### config.mk
export PLATFORM = sky130hd
export DESIGN_NAME = fetch_ctrl
export DESIGN_NICKNAME = d
export VERILOG_FILES = /design/src/rtl/fetch_ctrl.sv
export SDC_FILE = /design/constraint.sdc
export NUM_CORES = 1
export LEC_CHECK = 0
export ABC_AREA = 1
export BUFFER_PORTS_ARGS = -buffer_cell sky130_fd_sc_hd__buf_2
export CAP_MARGIN = 20
export CORE_ASPECT_RATIO = 1.1
export CORE_MARGIN = 10
export CORE_UTILIZATION = 53
export CTS_CLUSTER_DIAMETER = 60
export DETAILED_ROUTE_END_ITERATION = 8
export GPL_TIMING_DRIVEN = 1
export PLACE_DENSITY = 0.89
export SLEW_MARGIN = 15
export SYNTH_ARGS = -nofsm -noshare
export SYNTH_HDL_FRONTEND = slang
export SYNTH_SLANG_ARGS = --single-unit
### constraint.sdc
create_clock -name clk -period 3.6 [get_ports clk]
set_clock_uncertainty 0.1 [all_clocks]
set_input_delay 0.72 -clock clk [delete_from_list [all_inputs] [get_ports clk]]
set_output_delay 0.72 -clock clk [all_outputs]
set_load 0.01 [all_outputs]
### src/rtl/fetch_ctrl.sv
// rtl/fetch_ctrl.sv - fetch-stage controller with single-entry fetch buffer and HLT stop
module fetch_ctrl #(
    parameter logic [3:0] HLT_OPCODE = 4'hF
) (
    input  logic        clk,
    input  logic        rst,
    output logic        imem_req,
    input  logic        imem_ready,
    input  logic [15:0] imem_data,
    input  logic        stall_in,
    input  logic        br_taken,
    output logic        pc_hold,
    output logic        pc_branch_en,
    output logic [15:0] instr_out,
    output logic        instr_valid,
    output logic        halted,
    output logic [15:0] bubble_cnt
);

    typedef enum logic {
        FETCH = 1'b0,
        HALT  = 1'b1
    } stateT;

    stateT       state;
    stateT       stateNext;
    logic        instrValidQ;
    logic [15:0] instrOutQ;
    logic [15:0] bubbleCntQ;
    logic        consume;
    logic        redirect;
    logic        fire;
    logic        isHlt;

    assign isHlt       = (imem_data[15:12] == HLT_OPCODE);
    assign instr_out   = instrOutQ;
    assign instr_valid = instrValidQ;
    assign halted      = (state == HALT);
    assign bubble_cnt  = bubbleCntQ;

    // State register; HALT is sticky until reset
    always_ff @(posedge clk) begin
        if (rst) begin
            state <= FETCH;
        end else begin
            state <= stateNext;
        end
    end

    // Request gating, PC control and next state; everything is quiet while in reset
    always_comb begin
        stateNext    = state;
        imem_req     = 1'b0;
        pc_hold      = 1'b1;
        pc_branch_en = 1'b0;
        consume      = instrValidQ & ~stall_in;
        redirect     = 1'b0;
        fire         = 1'b0;
        if (!rst && state == FETCH) begin
            // A taken branch leaving the buffer kills any in-flight fetch of the fall-through path
            redirect = consume & br_taken;
            imem_req = ~redirect & (~instrValidQ | ~stall_in);
            fire     = imem_req & imem_ready;
            if (redirect) begin
                pc_hold      = 1'b0;
                pc_branch_en = 1'b1;
            end else if (fire) begin
                if (isHlt) begin
                    stateNext = HALT;
                end else begin
                    pc_hold = 1'b0;
                end
            end
        end
    end

    // Fetch buffer: load on fire, empty on redirect or plain consume
    always_ff @(posedge clk) begin
        if (rst) begin
            instrValidQ <= 1'b0;
            instrOutQ   <= 16'h0000;
        end else if (redirect) begin
            instrValidQ <= 1'b0;
        end else if (fire) begin
            instrOutQ   <= imem_data;
            instrValidQ <= 1'b1;
        end else if (consume) begin
            instrValidQ <= 1'b0;
        end
    end

    // Saturating count of empty-buffer cycles while fetching
    always_ff @(posedge clk) begin
        if (rst) begin
            bubbleCntQ <= 16'h0000;
        end else if (state == FETCH && !instrValidQ && bubbleCntQ != 16'hFFFF) begin
            bubbleCntQ <= bubbleCntQ + 16'h0001;
        end
    end

endmodule

==> results.md <==
Setup path:
- The cell that appears most often on the critical path is sky130_fd_sc_hd__buf_2.
- The slowest library cell on the worst path is sky130_fd_sc_hd__clkinv_2.
- The critical path is of the in2out type.
- Of all nets on the critical path, the largest fanout is 19.
- Counting cells, the worst reg-to-reg path comes to 8.
- The data arrival time at the worst-slack endpoint is 1.75 ns.
- The kind of end point of the critical path is an output pin.
- The kind of start point of the critical path is a primary input.
- The endpoint identified for the worst register-to-register timing path is bubble_cnt[14]$_SDFFE_PP0P_.
- The critical path required time is 2.78 ns.
- The critical path goes through buf_2 > nor2_1 > inv_2 > nor2_4 > nand2_4 > clkinv_2 > a21oi_1 > buf_2.
- The delay of the slowest cell on the worst path is 0.24 ns.
- The register-to-register path setup slack is 1.95 ns.
- The origin of the critical flop-to-flop path is bubble_cnt[0]$_SDFFE_PP0P_.

Detailed routing:
- In the routed layout, each cell is associated on average with a via count of 5.049.
- The first-pass detailed-route iteration total is 4.
- The via count of the routed design is 1641.
- The number of nets with antenna violations after routing is 0.
- Dividing the detail-routed wire length by the instance count gives 12.31 um.
- The number of violations reported at the end of detailed-routing iteration 0 is 93.
- After detailed routing, the number of remaining DRC violations is 0.
- Wires add up to 4.001 mm.

Pwr:
- The clock power share is 29.1%.
- Summing internal, switching and leakage power gives 0.7025 mW.
- The ratio of total power to cell area is 349.6 nW/um^2.
- The combinational share of power is 13.3%.
- Cell internal power was estimated by the tool at 0.5190 mW.
- For this design the total switching power over the nets is 0.1835 mW.
- In this run the static leakage power is 0.9937 nW.
- The portion of total power attributed to sequential cells is 57.6%.
- Of the total power, the share spent switching nets is 26.12%.
- IR analysis of the VDD net gives a maximum drop of 0.2522 mV.

Timing:
- The final critical path takes up 71.39% of the cycle.
- The clock period minus worst slack is 2.570 ns.
- Setup violations remaining at the end of the flow were counted as 0.
- Summed over all failing endpoints, the final setup total negative slack is 0 ns.
- The final count of pins violating max slew came to 0.
- Setup repair after global routing left no endpoint under its margin.
- On the final layout, the worst hold slack is 0.3885 ns.
- The worst-case headroom to the max-slew limit is 47.12%.
- Static timing analysis puts the maximum clock frequency at 389.1 MHz.
- The transition at the pin with the smallest max-transition slack is 0.7924 ns.
- The final count of hold timing violations is 0.

Cells and area:
- Cells with a size suffix above 1 make up 30.58% of the layout.
- Leaving out fill and tap cells, the most frequent cell in the layout is sky130_fd_sc_hd__nor2_1.
- The fill cell total of the finished layout is 275.
- From synthesis to final layout, the design area changed by 19.85%.
- At the end of the flow, the number of nets in the layout was 314.
- The repair_antennas step left the layout with diodes totalling 0.
- In the layout the commonest cells are 67 x sky130_fd_sc_hd__nor2_1, 57 x sky130_fd_sc_hd__buf_2, 37 x sky130_fd_sc_hd__nand2_1.

Die:
- The I/O pin count is 58.
- The die covers 5816 sq um.
- The number of placement rows is 21.
- The die boundary width is 73.63 um.
- The die outline height is 78.99 um.
- The starting utilization of the core area is 55.01%.
- The total area inside the core boundary comes to 3048 sq um.

Placement:
- The port buffer count is 57.
- The final estimated routing congestion in global placement is 0.8151.
- The half-perimeter wire length after placement is 3.135 mm.

Clock network:
- The clock network latency to the later pin of the worst-skew pair is 0.32 ns.
- The clock net in this run drives a total of 34 sinks.
- The maximum clock path buffer count is 2.
- Once the clock tree was built, the resizer swapped 0 gates to a different size.
- The total setup buffers inserted after CTS is 0.
- The clock buffer count from CTS is 5.
- The root cell of the clock tree is sky130_fd_sc_hd__clkbuf_4.
- In this run, post-CTS hold repair placed 0 buffers.
- TritonCTS built the clock tree.
- The clock tree synthesis step divided the H-tree into 2 levels.
- Clock-pin slew was measured on the worst setup and hold paths at 0.09 ns.

Yosys:
- The distinct cell type count after synthesis is 27.
- Synthesis inferred 34 register bits.
- Synthesis produced 234 cells.
- The mapped netlist covers 1677 sq um.
- The sequential cell area fraction in the yosys report is 40.60%.
- The Yosys step of the flow raised 0 warnings.
- The net count after synthesis is 256.
- A synthesized cell averages 7.165 sq um.

Hold path:
- For hold timing, the worst endpoint is instr_out[5]$_SDFFE_PP0P_.
- The worst hold path passes through 2 cells.
- The startpoint identified for the worst hold timing path is instr_out[5]$_SDFFE_PP0P_.
- The worst hold-check path type is reg2reg.

GRT:
- The via count of the first global-routing pass is 1595.
- The first global-routing pass estimated 6.865 mm of wire.
- The global-route total usage across every layer is 14.06%.
- Global routing finished with a remaining overflow of 0.
- The initial antenna violation count is 0.
- The maximum number of pins on one net before global-route repair is 32.

Flow run:
- The number of max-capacitance violations reported is 0.

Status:
- The flow ran to the end, and the final reports show no timing, DRC or antenna violations.
## critical path: cells and delay by family
family / cells / cell delay (ns)
AOI/OAI and AO/OA: 1 / 0.18
buffers and inverters: 4 / 0.59
and+or+nand+nor: 3 / 0.25
## per-stage QoR
| stage | worst slack (ns) | util [%] | instances | cell area [sq um] |
|---|---|---|---|---|
| floorplan | 1.324 | - | 234 | 1677 |
| finish | 1.030 | 65.93 | 325 | 2009 |
| detailed placement | 1.052 | 64.24 | 319 | 1958 |
| global route | 0.9087 | 65.93 | 325 | 2009 |
| CTS | 1.025 | 65.93 | 325 | 2009 |
| global placement | 1.062 | 64.24 | 319 | 1958 |
## state kept, by name, summed over array words and instances, names as in the netlist
register     flops
bubble_cnt      16
instr_valid      1
instr_out       16
halted           1
## synth_stat cells, drive strengths merged
| cell | instances | share of area [%] |
|---|---|---|
| nor3 | 1 | 0.30 |
| nor2 | 78 | 21 |
| clkbuf | 3 | 0.75 |
| nand2 | 44 | 11 |
| xor2 | 1 | 0.52 |
| nand3b | 3 | 1.3 |
| o21ai | 21 | 6.5 |
| dfxtp | 34 | 41 |
| buf | 3 | 2.0 |
| nand4 | 3 | 2.0 |
| inv | 16 | 3.6 |
| ha | 1 | 0.75 |
| a21oi | 11 | 4.0 |
| nand3 | 14 | 4.5 |
| clkinv | 1 | 0.30 |
## layer usage
layer | vias to the layer above | part of all wire, % | global-route usage, % | wire length, um
li1 | 856 | - | - | -
met1 | 713 | 42 | 15.78 | 1697
met3 | 8 | 12 | 7.463 | 462
met4 | 0 | 2.0 | 5.597 | 80
met5 | - | 0 | 0 | 0
met2 | 64 | 44 | 21.76 | 1760
## area by class of cell
cell class                      count  area [sq um]  area share (%)
Clock buffer                        6         51.30           2.553
Inverter                           17         65.06           3.238
Multi-Input combinational cell    177         884.6           44.02
Sequential cell                    34         680.7           33.87
Tap cell                           34         42.54           2.117
Timing Repair Buffer               57         285.3           14.20
## power groups by stage
stage	clock, mW	sequential (mW)	combinational [mW]
finish	0.204	0.405	0.0935
global route	0.226	0.408	0.107
CTS	0.209	0.405	0.0948
detailed placement	0	0.413	0.0947
global placement	0	0.413	0.0922
floorplan	0	0.421	0.0480
## kinds of logic (layout without fill, tap and decap cells)
kind of cell	after synthesis	count (layout)	share of synthesized area, %
adders and majority gates	1	1	0.7461
xor gates and xnor gates	1	1	0.5225
buffers and inverters	23	80	6.641
and+or+nand+nor	143	143	41.04
AOI/OAI and AO/OA	32	32	10.45
DFF	34	34	40.60
## how the worst max path moves through the flow
stage,from,cells past startpoint,endpoint
floorplan,stall_in,7,pc_hold
global route,rst,8,pc_hold
detailed placement,rst,8,pc_hold
finish,rst,8,pc_hold
CTS,rst,8,pc_hold
global placement,rst,8,pc_hold
(Power assumes the default switching activity.)
